[config.mk]
export PLATFORM = sky130hd
export DESIGN_NAME = md5_block_feeder
export DESIGN_NICKNAME = d
export VERILOG_FILES = /design/src/rtl/md5_block_feeder.sv
export SDC_FILE = /design/constraint.sdc
export NUM_CORES = 2
export LEC_CHECK = 0
export CAP_MARGIN = 20
export CORE_MARGIN = 2
export CORE_UTILIZATION = 40
export CTS_CLUSTER_DIAMETER = 200
export DETAILED_ROUTE_END_ITERATION = 7
export GPL_TIMING_DRIVEN = 0
export SLEW_MARGIN = 20
export SYNTH_ARGS = -nofsm -noshare
export SYNTH_HDL_FRONTEND = slang
export SYNTH_SLANG_ARGS = --single-unit
[constraint.sdc]
create_clock -name clk_i -period 3.25 [get_ports clk_i]
set_input_delay 0.65 -clock clk_i [delete_from_list [all_inputs] [get_ports clk_i]]
set_output_delay 0.65 -clock clk_i [all_outputs]
set_load 0.03 [all_outputs]
[src/rtl/md5_block_feeder.sv]
// MD5 front end: packs a little-endian word stream into padded 512-bit blocks,
// drives the external round pipeline and folds its results into the final digest.
module md5_block_feeder #(
  parameter int CORE_LAT = 111,
  parameter int LEN_W    = 32
) (
  input  logic         clk_i,
  input  logic         rst_n_i,
  input  logic         s_valid_i,
  output logic         s_ready_o,
  input  logic [31:0]  s_data_i,
  input  logic         s_last_i,
  input  logic [2:0]   s_bytes_i,
  output logic [511:0] wb_o,
  output logic [31:0]  a_o,
  output logic [31:0]  b_o,
  output logic [31:0]  c_o,
  output logic [31:0]  d_o,
  output logic         blk_valid_o,
  input  logic [31:0]  core_a_i,
  input  logic [31:0]  core_b_i,
  input  logic [31:0]  core_c_i,
  input  logic [31:0]  core_d_i,
  output logic [127:0] digest_o,
  output logic         digest_valid_o
);

  localparam int          WAIT_W = $clog2(CORE_LAT + 1);
  localparam logic [31:0] IV_A   = 32'h67452301;
  localparam logic [31:0] IV_B   = 32'hefcdab89;
  localparam logic [31:0] IV_C   = 32'h98badcfe;
  localparam logic [31:0] IV_D   = 32'h10325476;

  typedef enum logic [2:0] {
    ST_FILL  = 3'd0,
    ST_ISSUE = 3'd1,
    ST_WAIT  = 3'd2,
    ST_PAD   = 3'd3,
    ST_DONE  = 3'd4
  } state_t;

  state_t             state_q;
  logic [3:0]         idx_q;
  logic [LEN_W-1:0]   cnt_q;
  logic [511:0]       buf_q;
  logic               final_q;
  logic               pad_pending_q;
  logic               marker_placed_q;
  logic [31:0]        ha_q, hb_q, hc_q, hd_q;
  logic [WAIT_W-1:0]  wait_q;
  logic               s_ready_q;
  logic               blk_valid_q;
  logic [511:0]       wb_q;
  logic [31:0]        a_q, b_q, c_q, d_q;
  logic [127:0]       digest_q;
  logic               digest_valid_q;

  logic [2:0]         bytes_d;
  logic [31:0]        masked_d;
  logic [LEN_W-1:0]   cnt_next_d;
  logic [4:0]         mark_idx_d;
  logic               len_here_d;
  logic [63:0]        bitlen_d;
  logic [63:0]        pad_len_d;
  logic [511:0]       fill_blk_d;
  logic [511:0]       pad_blk_d;
  logic [31:0]        sa_d, sb_d, sc_d, sd_d;

  // Assemble the outgoing block from buffered words plus the word being accepted
  always_comb begin
    bytes_d    = (s_last_i && (s_bytes_i < 3'd4)) ? s_bytes_i : 3'd4;
    masked_d   = 32'h0000_0000;
    for (int b = 0; b < 4; b++) begin
      if (3'(b) < bytes_d) begin
        masked_d[8*b +: 8] = s_data_i[8*b +: 8];
      end else if (3'(b) == bytes_d) begin
        masked_d[8*b +: 8] = 8'h80;
      end else begin
        masked_d[8*b +: 8] = 8'h00;
      end
    end
    cnt_next_d = cnt_q + LEN_W'(bytes_d);
    // A full final word pushes the 0x80 marker into the following word slot
    mark_idx_d = {1'b0, idx_q} + ((bytes_d == 3'd4) ? 5'd1 : 5'd0);
    len_here_d = s_last_i && (mark_idx_d <= 5'd13);
    bitlen_d   = 64'(cnt_next_d) << 3'd3;
    pad_len_d  = 64'(cnt_q) << 3'd3;
    fill_blk_d = '0;
    for (int i = 0; i < 16; i++) begin
      if (len_here_d && (i == 14)) begin
        fill_blk_d[32*i +: 32] = bitlen_d[31:0];
      end else if (len_here_d && (i == 15)) begin
        fill_blk_d[32*i +: 32] = bitlen_d[63:32];
      end else if (4'(i) < idx_q) begin
        fill_blk_d[32*i +: 32] = buf_q[32*i +: 32];
      end else if (4'(i) == idx_q) begin
        fill_blk_d[32*i +: 32] = s_last_i ? masked_d : s_data_i;
      end else if (s_last_i && (bytes_d == 3'd4) && (5'(i) == mark_idx_d)) begin
        fill_blk_d[32*i +: 32] = 32'h0000_0080;
      end else begin
        fill_blk_d[32*i +: 32] = 32'h0000_0000;
      end
    end
    pad_blk_d          = '0;
    pad_blk_d[31:0]    = marker_placed_q ? 32'h0000_0000 : 32'h0000_0080;
    pad_blk_d[479:448] = pad_len_d[31:0];
    pad_blk_d[511:480] = pad_len_d[63:32];
    sa_d = ha_q + core_a_i;
    sb_d = hb_q + core_b_i;
    sc_d = hc_q + core_c_i;
    sd_d = hd_q + core_d_i;
  end

  // Control FSM with all outputs registered
  always_ff @(posedge clk_i) begin
    if (!rst_n_i) begin
      state_q         <= ST_FILL;
      idx_q           <= 4'd0;
      cnt_q           <= '0;
      buf_q           <= '0;
      final_q         <= 1'b0;
      pad_pending_q   <= 1'b0;
      marker_placed_q <= 1'b0;
      ha_q            <= IV_A;
      hb_q            <= IV_B;
      hc_q            <= IV_C;
      hd_q            <= IV_D;
      wait_q          <= '0;
      s_ready_q       <= 1'b1;
      blk_valid_q     <= 1'b0;
      wb_q            <= '0;
      a_q             <= IV_A;
      b_q             <= IV_B;
      c_q             <= IV_C;
      d_q             <= IV_D;
      digest_q        <= '0;
      digest_valid_q  <= 1'b0;
    end else begin
      blk_valid_q    <= 1'b0;
      digest_valid_q <= 1'b0;
      case (state_q)
        ST_FILL: begin
          if (s_valid_i && s_ready_q) begin
            buf_q[{idx_q, 5'd0} +: 32] <= s_data_i;
            cnt_q <= cnt_next_d;
            if (s_last_i || (idx_q == 4'd15)) begin
              state_q         <= ST_ISSUE;
              s_ready_q       <= 1'b0;
              blk_valid_q     <= 1'b1;
              wb_q            <= fill_blk_d;
              a_q             <= ha_q;
              b_q             <= hb_q;
              c_q             <= hc_q;
              d_q             <= hd_q;
              idx_q           <= 4'd0;
              final_q         <= len_here_d;
              pad_pending_q   <= s_last_i && !len_here_d;
              marker_placed_q <= s_last_i && (mark_idx_d <= 5'd15);
            end else begin
              idx_q <= idx_q + 4'd1;
            end
          end else begin
            s_ready_q <= 1'b1;
          end
        end
        ST_ISSUE: begin
          state_q <= ST_WAIT;
          wait_q  <= WAIT_W'(1);
        end
        ST_WAIT: begin
          if (wait_q == WAIT_W'(CORE_LAT)) begin
            ha_q <= sa_d;
            hb_q <= sb_d;
            hc_q <= sc_d;
            hd_q <= sd_d;
            a_q  <= sa_d;
            b_q  <= sb_d;
            c_q  <= sc_d;
            d_q  <= sd_d;
            wait_q <= '0;
            if (pad_pending_q) begin
              state_q <= ST_PAD;
            end else if (final_q) begin
              state_q        <= ST_DONE;
              digest_q       <= {sd_d, sc_d, sb_d, sa_d};
              digest_valid_q <= 1'b1;
            end else begin
              state_q   <= ST_FILL;
              s_ready_q <= 1'b1;
              idx_q     <= 4'd0;
            end
          end else begin
            wait_q <= wait_q + WAIT_W'(1);
          end
        end
        ST_PAD: begin
          state_q         <= ST_ISSUE;
          blk_valid_q     <= 1'b1;
          wb_q            <= pad_blk_d;
          a_q             <= ha_q;
          b_q             <= hb_q;
          c_q             <= hc_q;
          d_q             <= hd_q;
          pad_pending_q   <= 1'b0;
          final_q         <= 1'b1;
          marker_placed_q <= 1'b1;
        end
        ST_DONE: begin
          state_q   <= ST_FILL;
          s_ready_q <= 1'b1;
          idx_q     <= 4'd0;
          cnt_q     <= '0;
          final_q   <= 1'b0;
          ha_q      <= IV_A;
          hb_q      <= IV_B;
          hc_q      <= IV_C;
          hd_q      <= IV_D;
        end
        default: begin
          state_q   <= ST_FILL;
          s_ready_q <= 1'b1;
          idx_q     <= 4'd0;
        end
      endcase
    end
  end

  assign s_ready_o      = s_ready_q;
  assign wb_o           = wb_q;
  assign a_o            = a_q;
  assign b_o            = b_q;
  assign c_o            = c_q;
  assign d_o            = d_q;
  assign blk_valid_o    = blk_valid_q;
  assign digest_o       = digest_q;
  assign digest_valid_o = digest_valid_q;

endmodule

==> summary by stage <==
Placed design
The routability congestion estimate from global placement is 1.07. At the placement stage, the worst setup path has a slack of -2450 ps. Buffers placed on the I/O ports in this run total 935.

Once detailed placement completed, the half-perimeter wirelength came to 305 mm. The post-detailed-placement cell area is 76,900 µm².

Synthesis
After synthesis the cells add up to 63,900 µm². The top-area cell type share of the netlist area is 0.447. The leading register cell type out of synthesis is dfxtp_1. The number of flops mapped to enable cells by yosys is 0. Each instance of the synthesized netlist takes up on average 7.68 µm². The portion of the post-synthesis area used by sequential elements is 0.447. The number of different library cells in the post-synthesis netlist is 87.

Counting flops and latches in the post-synthesis netlist gives 1,428. The dominant cell type by area after synthesis is dfxtp_1. Of all flip-flops after synthesis, the portion carrying an async set or reset was 0. Yosys attributes the largest share of cell area to dfxtp_1, a21oi_1, nor2_1, nand2_1, a22oi_1. The total nets after synthesis is 8,627. The number of warnings reported in the yosys synthesis log is 0. Counting every instance in the synthesized netlist gives 8,321.

Worst setup path
Among the stages of the critical path, the cell type that occurs most often is clkbuf_1. The slowest cell on the critical path is clkbuf_1. The critical path is of the in -> reg type.

The reg-to-reg endpoint is a_o[31]. The type of origin of the critical path is a primary input. The startpoint of the worst register-to-register path is state_q[0]. In this design, the stage delay of the slowest critical-path cell is 1060 ps. At the worst endpoint, the required time is 3880 ps. The depth of the worst register-to-register path is 7.

The slack of the worst reg-to-reg path is -90 ps. The type of element capturing the critical path is a flip-flop. The critical path goes through clkbuf_1 -> inv_1 -> clkbuf_1 -> clkbuf_2 -> clkbuf_1 -> a21oi_1. The arrival time of data at the critical path endpoint is 4070 ps. The largest driver fanout on the critical path is 10.

Floorplanning
The number of rows in the core area is 146. The die is 404 µm tall. The core box area is 159,000 µm².

The effective utilization at floorplan is 0.403. The die is 404 µm wide. The die area is 163,000 µm². The number of placed I/O pins is 938.

Timing
On the final layout, the worst clock skew is 35.3 ps. Setup violations remaining at the end of the flow were counted as 45. The worst-case hold slack is 292 ps. Setup repair after global routing could not meet its margin everywhere. Counting I/O delays and the setup requirement, the final critical path takes 3440 ps.

Of the available clock period, the critical path in the final layout requires 1.06. The post-route worst setup slack is -194 ps. The pin slew with the least headroom to its limit is 1430 ps. The maximum achievable frequency is 290 MHz. The accumulated negative setup slack is -3260 ps.

The final-report hold violation count is 0. The count of final max-slew check failures is 0. The worst max-slew margin expressed relative to the limit is 0.0471.

Hold path
The tightest min-delay check is of the in -> reg type. The path with the worst hold slack has its endpoint at pad_pending_q. The worst hold path cell count is 3. The startpoint identified for the worst hold timing path is s_last_i.

Finish
The count of nets after finishing is 9,781. In the layout the commonest cells are dfxtp_1, nor2_1, a21oi_1. The layout filler cell count is 15,500. For this run, the share of the core covered by cells in the final layout is 0.530. The library cell used most frequently in the layout, excluding fill and tap cells, is dfxtp_1. With fillers left out, the area of the finished cells amounts to 84,100 µm².

The area growth from synthesis to layout is 31.4%. The fraction of layout cells with a size suffix above 1 is 0.0824.

Clock tree
The number of levels the H-tree was split into is 4. The total CTS buffers is 162. Clock-pin slew was measured on the worst setup and hold paths at 60 ps. The clock tree from TritonCTS is built. The clock net sink count is 1,428.

The count of hold-fix buffers inserted at cts is 0. The clock reaches the later pin of the worst-skew pair after 820 ps. The root buffer cell chosen for the clock tree is clkbuf_16. No sink is reached through more buffers than the 3 on the longest clock path.

Run status
The final reports fail on DRC, setup timing. The run finished, with violations left.

Routing
In the routed layout, each cell is associated on average with a via count of 6.27. The post-route antenna net violation count is 0. The first detailed-routing pass ran for 8 iterations. The final routed DRC violation total is 3.

The via count is 73,400. The routed wirelength normalized by instance count is 33.9 µm. The post-detailed-routing wire length is 397 mm. In this run, the number of DRC markers left after iteration 0 of detailed routing was 11,100.

Global routing
Entering global routing, the biggest net connects 17 pins. The number of antenna violations at the first check in global routing is 54. The first global-routing pass estimated 530 mm of wire. For this run the aggregate overflow at the end of global routing stands at 0. In the global route stage, overall resource usage came out at 0.463. The via count of the first global-routing pass was 65,900.

Power
In this run the power density over the cells is 512 nW/µm². VDD sags by at most 0.000582 V. Summed over all cells, the static leakage comes to 0.0300 µW.

Flow run
Across the run, the number of max-cap violations was 0.
worst max-delay path: cells and delay by family:
kind / cells / cell delay (ps)
buf+inv: 5 / 3310
compound gates: 1 / 70
metal layers:
metal	track usage	routed length, µm	vias up
li1	-	-	31300
met1	0.616	157000	35700
met2	0.640	157000	5285
met3	0.151	52300	1162
met4	0.294	29700	36
met5	0.0131	790	-
Yosys cell counts (10+ instances only):
cell and instances:
a311oi_1 24, dfxtp_1 1428, nor2_1 1360, nand4_1 96, clkbuf_1 677, buf_2 61
a21o_1 58, or3_1 16, o21ai_0 270, o21bai_1 25, ha_1 135, a22oi_1 406
buf_1 29, inv_1 50, a211oi_1 50, a31oi_1 44, a221oi_1 37, a21oi_1 1276
o21ai_1 10, o31ai_1 16, o221ai_1 16, or4_1 10, nand2b_1 29, nor2b_1 27
xor2_1 49, xnor2_1 58, o21a_1 39, nand3_1 297, mux2i_1 78, o211ai_1 88
o211a_1 13, and3_1 37, nand2_1 1174, and2_1 46, nor3_1 120, o311ai_0 12
worst max-delay path by stage:
stage | from | to | slack, ps
after floorplan | core_c_i[0] | hc_q[30] | 50
final | rst_n_i | wb_o[468] | -190
after CTS | state_q[1] | wb_o[251] | -50
after global routing | ha_q[0] | a_o[28] | -120
after global placement | s_bytes_i[2] | wb_o[463] | -3560
after detailed placement | s_bytes_i[2] | wb_o[475] | -2450
cell families after synthesis:
kind of cell	count (synthesis)	synth area share
buffers and inverters	822	0.0498
XOR/XNOR	108	0.0150
multiplexers	78	0.0122
AND/OR/NAND/NOR	3265	0.214
flip-flops	1428	0.447
AO/OA/AOI/OAI	2480	0.235
adder cells (fa/ha/maj)	140	0.0278
flip-flops by register name, indices dropped and copies added (netlist names), 32 cells and up:
name / count
ha_q: 32
cnt_q: 32
c_o: 32
hb_q: 32
hc_q: 32
hd_q: 32
d_o: 32
wb_o: 512
digest_o: 128
buf_q: 480
b_o: 32
a_o: 32
stage by stage:
stage                     total power [µW]  std cells
after global routing                 43600      11700
after detailed placement             23300      11400
after CTS                            42500      11700
final                                43000      11700
after floorplan                      20500       8321
after global placement               23100      11300
power by group:
| group | switching (µW) | internal (µW) | leakage, µW |
|---|---|---|---|
| clock | 8260 | 11300 | 0.00274 |
| combinational | 4130 | 1410 | 0.0157 |
| sequential | 169 | 17700 | 0.0115 |
| total | 12600 | 30400 | 0.0300 |
cell type report:
| type | instances | area [µm²] | share of cell area |
|---|---|---|---|
| flip-flops and latches | 1428 | 28600 | 0.340 |
| diodes | 39 | 97.6 | 0.00116 |
| plain buffers | 755 | 3330 | 0.0396 |
| clock inverters | 60 | 878 | 0.0104 |
| multi-input cells | 6071 | 33100 | 0.394 |
| well taps | 2072 | 2590 | 0.0308 |
| repair buffers | 1006 | 10500 | 0.125 |
| inverters | 51 | 198 | 0.00235 |
| clock buffers | 232 | 4720 | 0.0561 |
repair_timing:
action,in CTS,in global routing
gates cloned,0,0
pin swaps,23,46
setup endpoints to repair,1303,832
resized for setup,214,202
setup buffers,22,14
endpoints found under the hold margin,0,0
(Power assumes the default switching activity.)
